===== config.mk =====
export PLATFORM = sky130hd
export DESIGN_NAME = pulse_meter
export DESIGN_NICKNAME = d
export VERILOG_FILES = /design/src/rtl/pulse_meter_pkg.sv /design/src/rtl/pulse_meter_sync_edge_det.sv /design/src/rtl/pulse_meter.sv
export SDC_FILE = /design/constraint.sdc
export NUM_CORES = 1
export LEC_CHECK = 0
export ABC_CLOCK_PERIOD_IN_PS = 8000
export BUFFER_PORTS_ARGS = -buffer_cell sky130_fd_sc_hd__buf_2
export CAP_MARGIN = 20
export CORE_UTILIZATION = 55
export DETAILED_ROUTE_END_ITERATION = 7
export GPL_TIMING_DRIVEN = 0
export HOLD_SLACK_MARGIN = 0.06
export PLACE_DENSITY = 0.75
export RECOVER_POWER = 25
export SKIP_CTS_REPAIR_TIMING = 1
export SYNTH_ARGS = -nofsm -noshare
export SYNTH_HDL_FRONTEND = slang
export SYNTH_HIERARCHICAL = 1
export SYNTH_SLANG_ARGS = --single-unit

===== constraint.sdc =====
create_clock -name clk -period 8 [get_ports clk]
set_clock_uncertainty 0.2 [all_clocks]
set_input_delay 0.4 -clock clk [delete_from_list [all_inputs] [get_ports clk]]
set_output_delay 0.4 -clock clk [all_outputs]
set_load 0.03 [all_outputs]

===== src/rtl/pulse_meter_pkg.sv =====
// pulse_meter_pkg: shared state encoding and default constants for the pulse meter
// and related input-capture blocks.
`default_nettype none

package pulse_meter_pkg;

  typedef enum logic [1:0] {
    IDLE      = 2'd0,
    MEAS_HIGH = 2'd1,
    MEAS_LOW  = 2'd2
  } state_t;

  localparam int unsigned CLOCK_FREQUENCY = 50000000;
  localparam int          DEF_CNT_W       = 32;
  localparam int          DEF_TIMEOUT     = 50000000;

endpackage

`default_nettype wire


===== src/rtl/pulse_meter_sync_edge_det.sv =====
// sync_edge_det: input synchroniser, optional deglitch filter and rise/fall detector.
// Optional filter enabled by defining PULSE_METER_DEGLITCH_EN.
`default_nettype none

module sync_edge_det #(
  parameter int SYNC_STAGES = 2,
  parameter int DEGLITCH    = 4
) (
  input  logic clk,
  input  logic rst,
  input  logic sig_in,
  output logic level,
  output logic rise,
  output logic fall
);

  if (SYNC_STAGES < 2 || DEGLITCH < 1) begin : g_param_check
    $error("sync_edge_det: SYNC_STAGES must be >= 2 and DEGLITCH >= 1");
  end

  logic [SYNC_STAGES-1:0] sync_q;
  logic                   sync_s;
  logic                   filt;
  logic                   prev;

  always_ff @(posedge clk or posedge rst) begin
    if (rst) begin
      sync_q <= '0;
    end else begin
      sync_q <= {sync_q[SYNC_STAGES-2:0], sig_in};
    end
  end

  assign sync_s = sync_q[SYNC_STAGES-1];

`ifdef PULSE_METER_DEGLITCH_EN
  localparam int DG_W = $clog2(DEGLITCH) + 1;
  logic [DG_W-1:0] dg_cnt;

  // A differing sample must persist DEGLITCH cycles; any return to the held level restarts it.
  always_ff @(posedge clk or posedge rst) begin
    if (rst) begin
      filt   <= 1'b0;
      dg_cnt <= '0;
    end else if (sync_s == filt) begin
      dg_cnt <= '0;
    end else if (dg_cnt == DG_W'(DEGLITCH - 1)) begin
      filt   <= sync_s;
      dg_cnt <= '0;
    end else begin
      dg_cnt <= dg_cnt + 1'b1;
    end
  end
`else
  assign filt = sync_s;
`endif

  always_ff @(posedge clk or posedge rst) begin
    if (rst) begin
      prev <= 1'b0;
    end else begin
      prev <= filt;
    end
  end

  assign level = filt;
  assign rise  = filt & ~prev;
  assign fall  = ~filt & prev;

endmodule

`default_nettype wire


===== src/rtl/pulse_meter.sv =====
// pulse_meter: measures high time, low time and period of an asynchronous square wave.
// Optional input deglitch filter enabled by defining PULSE_METER_DEGLITCH_EN.
`default_nettype none

module pulse_meter
  import pulse_meter_pkg::*;
#(
  parameter int CNT_W       = DEF_CNT_W,
  parameter int TIMEOUT     = DEF_TIMEOUT,
  parameter int SYNC_STAGES = 2,
  parameter int DEGLITCH    = 4
) (
  input  logic             clk,
  input  logic             rst,
  input  logic             sig_in,
  output logic [CNT_W-1:0] high_cnt,
  output logic [CNT_W-1:0] low_cnt,
  output logic [CNT_W-1:0] period,
  output logic             meas_valid,
  output logic             stalled,
  output logic             level
);

  localparam int               IDLE_W  = $clog2(TIMEOUT + 1);
  localparam logic [CNT_W-1:0] CNT_MAX = '1;

  logic rise;
  logic fall;
  logic any_edge;

  sync_edge_det #(
    .SYNC_STAGES (SYNC_STAGES),
    .DEGLITCH    (DEGLITCH)
  ) u_sync_edge_det (
    .clk    (clk),
    .rst    (rst),
    .sig_in (sig_in),
    .level  (level),
    .rise   (rise),
    .fall   (fall)
  );

  state_t           state, state_nxt;
  logic [CNT_W-1:0] hi_acc, lo_acc, hi_nxt, lo_nxt;
  logic [IDLE_W-1:0] idle_cnt;
  logic             timeout_hit;
  logic             capture;
  logic [CNT_W:0]   sum_full;
  logic [CNT_W-1:0] period_sat;

  assign any_edge    = rise | fall;
  // idle_cnt holds cycles since the last edge, so this fires TIMEOUT cycles after it.
  assign timeout_hit = !any_edge && (idle_cnt == IDLE_W'(TIMEOUT - 1));
  assign sum_full    = {1'b0, hi_acc} + {1'b0, lo_acc};
  assign period_sat  = sum_full[CNT_W] ? CNT_MAX : sum_full[CNT_W-1:0];

  always_comb begin
    state_nxt = state;
    hi_nxt    = hi_acc;
    lo_nxt    = lo_acc;
    capture   = 1'b0;
    if (timeout_hit) begin
      state_nxt = IDLE;
      hi_nxt    = '0;
      lo_nxt    = '0;
    end else begin
      case (state)
        IDLE: begin
          hi_nxt = '0;
          lo_nxt = '0;
          if (rise) begin
            hi_nxt    = CNT_W'(1);
            state_nxt = MEAS_HIGH;
          end
        end
        MEAS_HIGH: begin
          if (fall) begin
            lo_nxt    = CNT_W'(1);
            state_nxt = MEAS_LOW;
          end else if (hi_acc != CNT_MAX) begin
            hi_nxt = hi_acc + 1'b1;
          end
        end
        MEAS_LOW: begin
          if (rise) begin
            capture   = 1'b1;
            hi_nxt    = CNT_W'(1);
            state_nxt = MEAS_HIGH;
          end else if (lo_acc != CNT_MAX) begin
            lo_nxt = lo_acc + 1'b1;
          end
        end
        default: begin
          state_nxt = IDLE;
          hi_nxt    = '0;
          lo_nxt    = '0;
        end
      endcase
    end
  end

  always_ff @(posedge clk or posedge rst) begin
    if (rst) begin
      state  <= IDLE;
      hi_acc <= '0;
      lo_acc <= '0;
    end else begin
      state  <= state_nxt;
      hi_acc <= hi_nxt;
      lo_acc <= lo_nxt;
    end
  end

  always_ff @(posedge clk or posedge rst) begin
    if (rst) begin
      idle_cnt <= '0;
    end else if (any_edge) begin
      idle_cnt <= IDLE_W'(1);
    end else if (idle_cnt != IDLE_W'(TIMEOUT)) begin
      idle_cnt <= idle_cnt + 1'b1;
    end
  end

  always_ff @(posedge clk or posedge rst) begin
    if (rst) begin
      high_cnt   <= '0;
      low_cnt    <= '0;
      period     <= '0;
      meas_valid <= 1'b0;
      stalled    <= 1'b0;
    end else begin
      meas_valid <= capture;
      if (capture) begin
        high_cnt <= hi_acc;
        low_cnt  <= lo_acc;
        period   <= period_sat;
      end
      if (timeout_hit) begin
        stalled <= 1'b1;
      end else if (state == IDLE && rise) begin
        stalled <= 1'b0;
      end
    end
  end

endmodule

`default_nettype wire

==> implementation parameters, run 1 <==
Parameter                              Value

Status
  Result of the run ... finished, violations left
  Failing checks ... DRC, capacitance limit, slew limit

Cells and area
  Ratio of cells with drive above 1 in the final layout ... 8.50%
  Antenna diode count ... 0
  Synthesis-to-finish area growth ... 13.2%
  Post-route core utilization ... 64.2%
  Nets ... 1,325
  Most common cell after layout, fill and taps aside ... sky130_fd_sc_hd__nand2_1
  Top library cells by usage in the layout, fill and taps aside ... 250 x sky130_fd_sc_hd__nand2_1, 193 x sky130_fd_sc_hd__dfrtp_1, 105 x sky130_fd_sc_hd__nor2_1, 90 x sky130_fd_sc_hd__clkbuf_1, 71 x sky130_fd_sc_hd__o21ai_0

Yosys
  Mapped cell area ... 10,300 sq um
  Xor-xnor portion of the synthesized cell area ... 6.21%
  Library cell with the largest summed area after synthesis ... sky130_fd_sc_hd__dfrtp_1
  Synth Net Count ... 1,201
  Adder and majority cell fraction of the synthesized area ... between 5 and 6%
  Mux share of post-synthesis cell area ... 0.583%
  Number of synthesized flops with an enable pin ... 0
  #FFs+latches synth ... 193
  Ys async rst share ... 100%
  Combinational family with the most area after synthesis ... simple AND/OR/NAND/NOR gates
  Synthesized-area fraction occupied by and/or/nand/nor cells ... 22.9%
  Dominant synthesized flop cell ... sky130_fd_sc_hd__dfrtp_1
  Complex-gate fraction of the synthesized area ... 15.1%
  Syn avg cell area ... 8.90 sq um
  Register area share after synthesis ... between 40% and 50%
  Cells taking the most area after synthesis ... sky130_fd_sc_hd__dfrtp_1 47%, sky130_fd_sc_hd__nand2_1 9.1%, sky130_fd_sc_hd__ha_1 4.9%
  Cells after Synth ... approximately 1.2k
  Warning count from the yosys run ... 6
  Fraction of synthesized cell area taken by the top area cell type ... 46.9%
  Synth unique cells ... 68

Min path
  Hold wc startpoint ... u_sync_edge_det/sync_q[0]
  Tightest Hold Check Type ... flop to flop

Setup path
  Reg2reg start ... hi_acc[0]
  Kind of end point of the critical path ... flop
  Classification of the worst setup path ... flop to flop
  Kind of start point of the critical path ... flop
  Crit path required time ... 8.13 ns
  Worst Setup SP ... hi_acc[0]
  CP Data Arrival Time ... between 4 and 5 ns
  Maximum fanout count along the critical path ... 10

Timing
  Highest Clock Rate ... 243 MHz
  Period utilisation layout ... 51.5%
  Slew of the pin with the lowest slew margin ... 3.20 ns
  Shortest clock period the worst path allows after layout ... 4.12 ns
  Number of failing setup endpoints in the final timing report ... 0
  TNS Setup ... 0 ns
  Relative max-transition margin ... -115%
  Total count of hold-check failures in the final report ... 0
  Setup slack of the critical path after layout ... 3.88 ns
  Pins over their slew limit ... 72
  Unrepaired setup endpoints after global routing ... false

Global routing
  Global-route wire length before repair ... 44.0 mm
  Number of antenna violations at the first check in global routing ... 0
  Met3 track demand over resource in global routing ... 4.28%
  Pin count of the biggest net entering global routing ... 120
  Leftover overflow at the end of global routing ... 0
  Met2 usage ... 47.1%
  Vias in the first global route ... 8,292
  Busiest metal layer after global routing ... met2
  Tot GR Track Use ... 29.4%
  Global routing met1 resource utilization ... approximately two fifths

Flow run
  Max capacitance violation total ... 1

CTS
  Later-pin clock latency in the skew report ... 0.45 ns
  Number of H-tree levels ... 4
  Clock tree from TritonCTS ... yes
  Clock net sink count ... 193
  Clock buffer depth ... 2
  CTS Root Cell ... sky130_fd_sc_hd__clkbuf_16
  Cts bufs inserted ... 17
  Clock transition at the registers of the reported paths ... 0.07 ns

Route
  Detailed Route WL ... 27.4 mm
  Count of TritonRoute iterations in the first routing pass ... 8
  Number of design-rule violations left by the first detailed-router iteration ... 933
  DRC Markers ... 18
  Routed via count divided by cell count ... 5.89
  Routed length per placed instance ... ~18 um
  Remaining antenna violation count ... 0
  Total via count after detailed routing ... ~9k

Pwr
  Total power ... 2.72 mW
  Leakage power ... around 5.6 nW
  Cell area power density ... 234 nW/um^2
  Worst ir drop on vdd ... 0.000188 V

Floorplanning
  Effective utilization at floorplan ... a little under three fifths
  Die Outline Area ... between 15,000 and 20,000 sq um
  Row Count ... 49
  I/O pins ... 102
  Core Box Area ... ~18,000 sq um
  Die outline width ... between 100 and 150 um
  Vert. Die Dim ... 139 um

Place
  Number of buffer cells added on primary ports ... a little over 100
  Weighted congestion reported at the end of routability-driven placement ... 0.954
  Dpl hpwl ... 20.2 mm
  Pre-CTS setup slack ... 3.65 ns
-- state kept, by name, indices dropped and copies added (netlist names) --
signal                  count
u_sync_edge_det/prev        1
high_cnt                   32
low_cnt                    32
hi_acc                     32
state                       2
meas_valid                  1
u_sync_edge_det/sync_q      2
idle_cnt                   26
stalled                     1
period                     32
lo_acc                     32
-- kinds of logic after synthesis --
| family | count (synthesis) |
|---|---|
| flops | 193 |
| mux | 6 |
| xor+xnor | 73 |
| simple gates | 521 |
| fa+ha+maj | 41 |
| compound gates | 241 |
| buf+inv | 82 |
-- synthesized netlist by cell type (4+ instances only) --
master	n
sky130_fd_sc_hd__a21o_1	21
sky130_fd_sc_hd__a21oi_1	51
sky130_fd_sc_hd__a31oi_1	10
sky130_fd_sc_hd__and2_1	4
sky130_fd_sc_hd__and3_1	19
sky130_fd_sc_hd__and4_1	10
sky130_fd_sc_hd__clkbuf_1	46
sky130_fd_sc_hd__dfrtp_1	193
sky130_fd_sc_hd__ha_1	40
sky130_fd_sc_hd__inv_1	28
sky130_fd_sc_hd__mux2i_1	6
sky130_fd_sc_hd__nand2_1	250
sky130_fd_sc_hd__nand2b_1	5
sky130_fd_sc_hd__nand3_1	37
sky130_fd_sc_hd__nand4_1	40
sky130_fd_sc_hd__nor2_1	105
sky130_fd_sc_hd__nor2b_1	5
sky130_fd_sc_hd__nor3_1	13
sky130_fd_sc_hd__nor4_1	8
sky130_fd_sc_hd__o21ai_0	71
sky130_fd_sc_hd__o21ai_1	9
sky130_fd_sc_hd__o22a_1	29
sky130_fd_sc_hd__o31ai_1	12
sky130_fd_sc_hd__o41ai_1	4
sky130_fd_sc_hd__or3_1	8
sky130_fd_sc_hd__xnor2_1	38
sky130_fd_sc_hd__xor2_1	35
-- cell type report --
| cell class | count | area [sq um] |
|---|---|---|
| Timing Repair Buffer | 105 | 503 |
| Fill cell | 1526 | 6500 |
| Sequential cell | 193 | 4830 |
| Inverter | 29 | 110 |
| Tap cell | 229 | 287 |
| Multi-Input combinational cell | 882 | 5130 |
| Buffer | 53 | 225 |
| Clock inverter | 13 | 114 |
| Clock buffer | 19 | 453 |
-- per-layer routing --
layer,part of all wire [%],wire (um)
met3,6.4,1740
met5,0,0
met1,45,12200
met2,47,12800
met4,2.3,627
-- worst max-delay path: stages (launching register included) --
cell                       delay (ns)
sky130_fd_sc_hd__dfrtp_1         0.49
sky130_fd_sc_hd__ha_1            0.28
sky130_fd_sc_hd__fa_1            0.43
sky130_fd_sc_hd__a211oi_1        0.34
sky130_fd_sc_hd__o21ai_0         0.20
sky130_fd_sc_hd__nand3_1         0.17
sky130_fd_sc_hd__nand2_1         0.07
sky130_fd_sc_hd__a221oi_1        0.46
sky130_fd_sc_hd__a41oi_1         0.22
sky130_fd_sc_hd__a211o_1         0.42
sky130_fd_sc_hd__clkbuf_1        0.31
sky130_fd_sc_hd__o32a_1          0.41
-- power by group --
group / switching [mW] / internal [mW] / leakage, nW
clock network: 0.402 / 0.426 / 0.273
logic: 0.511 / 0.221 / 2.74
registers: 0.0855 / 1.08 / 2.62
-- through the flow --
step	area [sq um]	hold slack [ns]	std cells
after floorplan	10300	-0.0464	1157
after global placement	11100	0.0732	1487
after detailed placement	11100	0.131	1488
after CTS	11700	-0.332	1520
after global routing	11700	0.179	1523
final	11700	0.166	1523
-- path summary, 6_finish.rpt --
path	endpoint	slack [ns]	cells past startpoint
min in group asynchronous	u_sync_edge_det/sync_q[0]	0.18	3
min reg2reg	u_sync_edge_det/sync_q[1]	0.17	0
max reg2reg	period[29]	3.88	11
min	u_sync_edge_det/sync_q[1]	0.17	0
max	period[29]	3.88	11
max in group asynchronous	hi_acc[18]	4.85	4
Note: power is estimated with default switching activity, not from simulation.
==> run 2: changes to the inputs <==
--- a/config.mk
+++ b/config.mk
@@ -5,7 +5,7 @@
 export SDC_FILE = /design/constraint.sdc
 export NUM_CORES = 1
 export LEC_CHECK = 0
-export ABC_CLOCK_PERIOD_IN_PS = 8000
+export ABC_CLOCK_PERIOD_IN_PS = 3900
 export BUFFER_PORTS_ARGS = -buffer_cell sky130_fd_sc_hd__buf_2
 export CAP_MARGIN = 20
 export CORE_UTILIZATION = 55
==> constraint.sdc (replaced) <==
create_clock -name clk -period 3.9 [get_ports clk]
set_clock_uncertainty 0.2 [all_clocks]
set_input_delay 0.195 -clock clk [delete_from_list [all_inputs] [get_ports clk]]
set_output_delay 0.195 -clock clk [all_outputs]
set_load 0.03 [all_outputs]
==> implementation parameters, run 2 (same netlist as run 1, synthesis figures left out) <==
Parameter                              Value

Setup path
  Kind of end point of the critical path ... flop
  CP Data Arrival Time ... 3.88 ns
  Maximum fanout count along the critical path ... 10
  Kind of start point of the critical path ... flop
  Classification of the worst setup path ... flop to flop
  Crit path required time ... 4.02 ns

Status
  Result of the run ... finished, violations left
  Failing checks ... DRC

Floorplanning
  Effective utilization at floorplan ... 56.7%
  Vert. Die Dim ... approximately 140 um
  Die Outline Area ... around 19,000 sq um
  Row Count ... 49
  Core Box Area ... 18,100 sq um
  Die outline width ... 139 um
  I/O pins ... 102

CTS
  Clock tree from TritonCTS ... yes
  Cts bufs inserted ... 17
  Clock transition at the registers of the reported paths ... 0.07 ns
  CTS Root Cell ... sky130_fd_sc_hd__clkbuf_16
  Clock net sink count ... roughly 190
  Clock buffer depth ... 2
  Later-pin clock latency in the skew report ... 0.44 ns
  Number of H-tree levels ... 4

Place
  Inst Count DP ... 1,492
  Number of buffer cells added on primary ports ... 101
  Weighted congestion reported at the end of routability-driven placement ... 0.938
  Area post-placement ... 11,200 sq um
  Dpl hpwl ... 20.5 mm

Route
  Remaining antenna violation count ... 0
  DRC Markers ... 21
  Total via count after detailed routing ... 9,074
  Detailed Route WL ... ~28 mm
  Routed via count divided by cell count ... 5.94
  Number of design-rule violations left by the first detailed-router iteration ... ~860
  Count of TritonRoute iterations in the first routing pass ... 7
  Routed length per placed instance ... 18.2 um

Pwr
  Leakage power ... 5.82 nW
  Cell area power density ... 477 nW/um^2
  Total power ... 5.60 mW
  Worst ir drop on vdd ... roughly 0.0004 V

Cells and area
  Top library cells by usage in the layout, fill and taps aside ... 250 x sky130_fd_sc_hd__nand2_1, 192 x sky130_fd_sc_hd__dfrtp_1, 105 x sky130_fd_sc_hd__nor2_1, 103 x sky130_fd_sc_hd__buf_2, 71 x sky130_fd_sc_hd__o21ai_0
  Final non-filler cell total ... ~1.5k
  Synthesis-to-finish area growth ... 13.9%
  FILL cells ... 1,572
  Post-Layout Inst Area ... 11,700 sq um
  Area of the multi-input gates ... 5160 sq um
  Nets ... 1,329
  Antenna diode count ... 0
  Area of all sequential standard cells ... 4830 sq um
  Ratio of cells with drive above 1 in the final layout ... 12.7%
  Most common cell after layout, fill and taps aside ... sky130_fd_sc_hd__nand2_1

Timing
  Unrepaired setup endpoints after global routing ... false
  Total count of hold-check failures in the final report ... 0
  Pins over their slew limit ... 0
  Shortest clock period the worst path allows after layout ... approximately 3.8 ns
  Highest Clock Rate ... ~270 MHz
  Period utilisation layout ... 96.3%
  Number of failing setup endpoints in the final timing report ... 0
  Slew of the pin with the lowest slew margin ... 1.38 ns
  WHS ... ~0.16 ns
  Relative max-transition margin ... 7.78%

Global routing
  Tot GR Track Use ... about 30%
  Pin count of the biggest net entering global routing ... 43
  Leftover overflow at the end of global routing ... 0
  Number of antenna violations at the first check in global routing ... 0
  Global-route wire length before repair ... roughly 45 mm
  Vias in the first global route ... 8,449

Min path
  Tightest Hold Check Type ... flop to flop

Flow run
  Max capacitance violation total ... 0
[run 2: cell types whose count changed in the layout (fill, tap and decap cells not counted), moves of 2 or more]
cell / before / now
sky130_fd_sc_hd__nor4_1: 8 / 6
sky130_fd_sc_hd__clkbuf_1: 90 / 44
sky130_fd_sc_hd__clkbuf_8: 2 / 0
sky130_fd_sc_hd__buf_2: 59 / 103
sky130_fd_sc_hd__clkbuf_2: 2 / 9
sky130_fd_sc_hd__nor4_2: 0 / 2
[run 2: through the flow]
step                      setup TNS [ns]  setup slack (ns)  utilization, %
after floorplan                        0             0.349               -
after global placement            -26.97            -0.349            61.1
after detailed placement           -9.75            -0.403            61.7
after CTS                         -11.29            -0.430            64.7
after global routing                   0           0.00234            64.6
final                                  0             0.144            64.6
[run 2: per-layer routing]
| metal | routed length (um) | global-route usage (%) | part of all wire (%) | vias up |
|---|---|---|---|---|
| met5 | 0 | 0 | 0 | - |
| met4 | 481 | 8.95 | 1.7 | 0 |
| met1 | 12600 | 42.0 | 46 | 4383 |
| met3 | 1590 | 4.49 | 5.7 | 45 |
| li1 | - | - | - | 4313 |
| met2 | 13100 | 48.4 | 47 | 333 |
[run 2: where the power goes]
| group | leakage (nW) | internal (mW) | switching [mW] |
|---|---|---|---|
| logic | 2.94 | 0.475 | 1.06 |
| clock network | 0.264 | 0.838 | 0.836 |
| registers | 2.62 | 2.21 | 0.172 |
| total | 5.82 | 3.53 | 2.07 |
[run 2: critical path, stage by stage, from the launching register on]
cell and delay, ns:
sky130_fd_sc_hd__dfrtp_2 0.48, sky130_fd_sc_hd__ha_1 0.25, sky130_fd_sc_hd__fa_1 0.45, sky130_fd_sc_hd__a211oi_2 0.29, sky130_fd_sc_hd__o21ai_0 0.17, sky130_fd_sc_hd__nand3_1 0.16
sky130_fd_sc_hd__nand2_1 0.09, sky130_fd_sc_hd__a221oi_2 0.33, sky130_fd_sc_hd__a41oi_1 0.20, sky130_fd_sc_hd__a211o_1 0.42, sky130_fd_sc_hd__buf_2 0.24, sky130_fd_sc_hd__o32a_1 0.36
[run 2: layout make-up]
type,count,share of cell area (%)
clock buffers,18,3.66
clock inverters,14,1.01
flip-flops and latches,193,41.2
inverters,29,0.939
plain buffers,52,1.94
multi-input cells,882,44.0
well taps,229,2.44
repair buffers,110,4.79
[run 2: final timing paths]
path / from / endpoint / slack [ns] / cells past startpoint
worst max-delay path: hi_acc[0] / period[29] / 0.14 / 11
worst min-delay path: u_sync_edge_det/sync_q[0] / u_sync_edge_det/sync_q[1] / 0.16 / 0
worst max register to register: hi_acc[0] / period[29] / 0.14 / 11
worst min register to register: u_sync_edge_det/sync_q[0] / u_sync_edge_det/sync_q[1] / 0.16 / 0
max in group asynchronous: rst / hi_acc[0] / 0.73 / 5
min in group asynchronous: rst / period[28] / 0.20 / 3
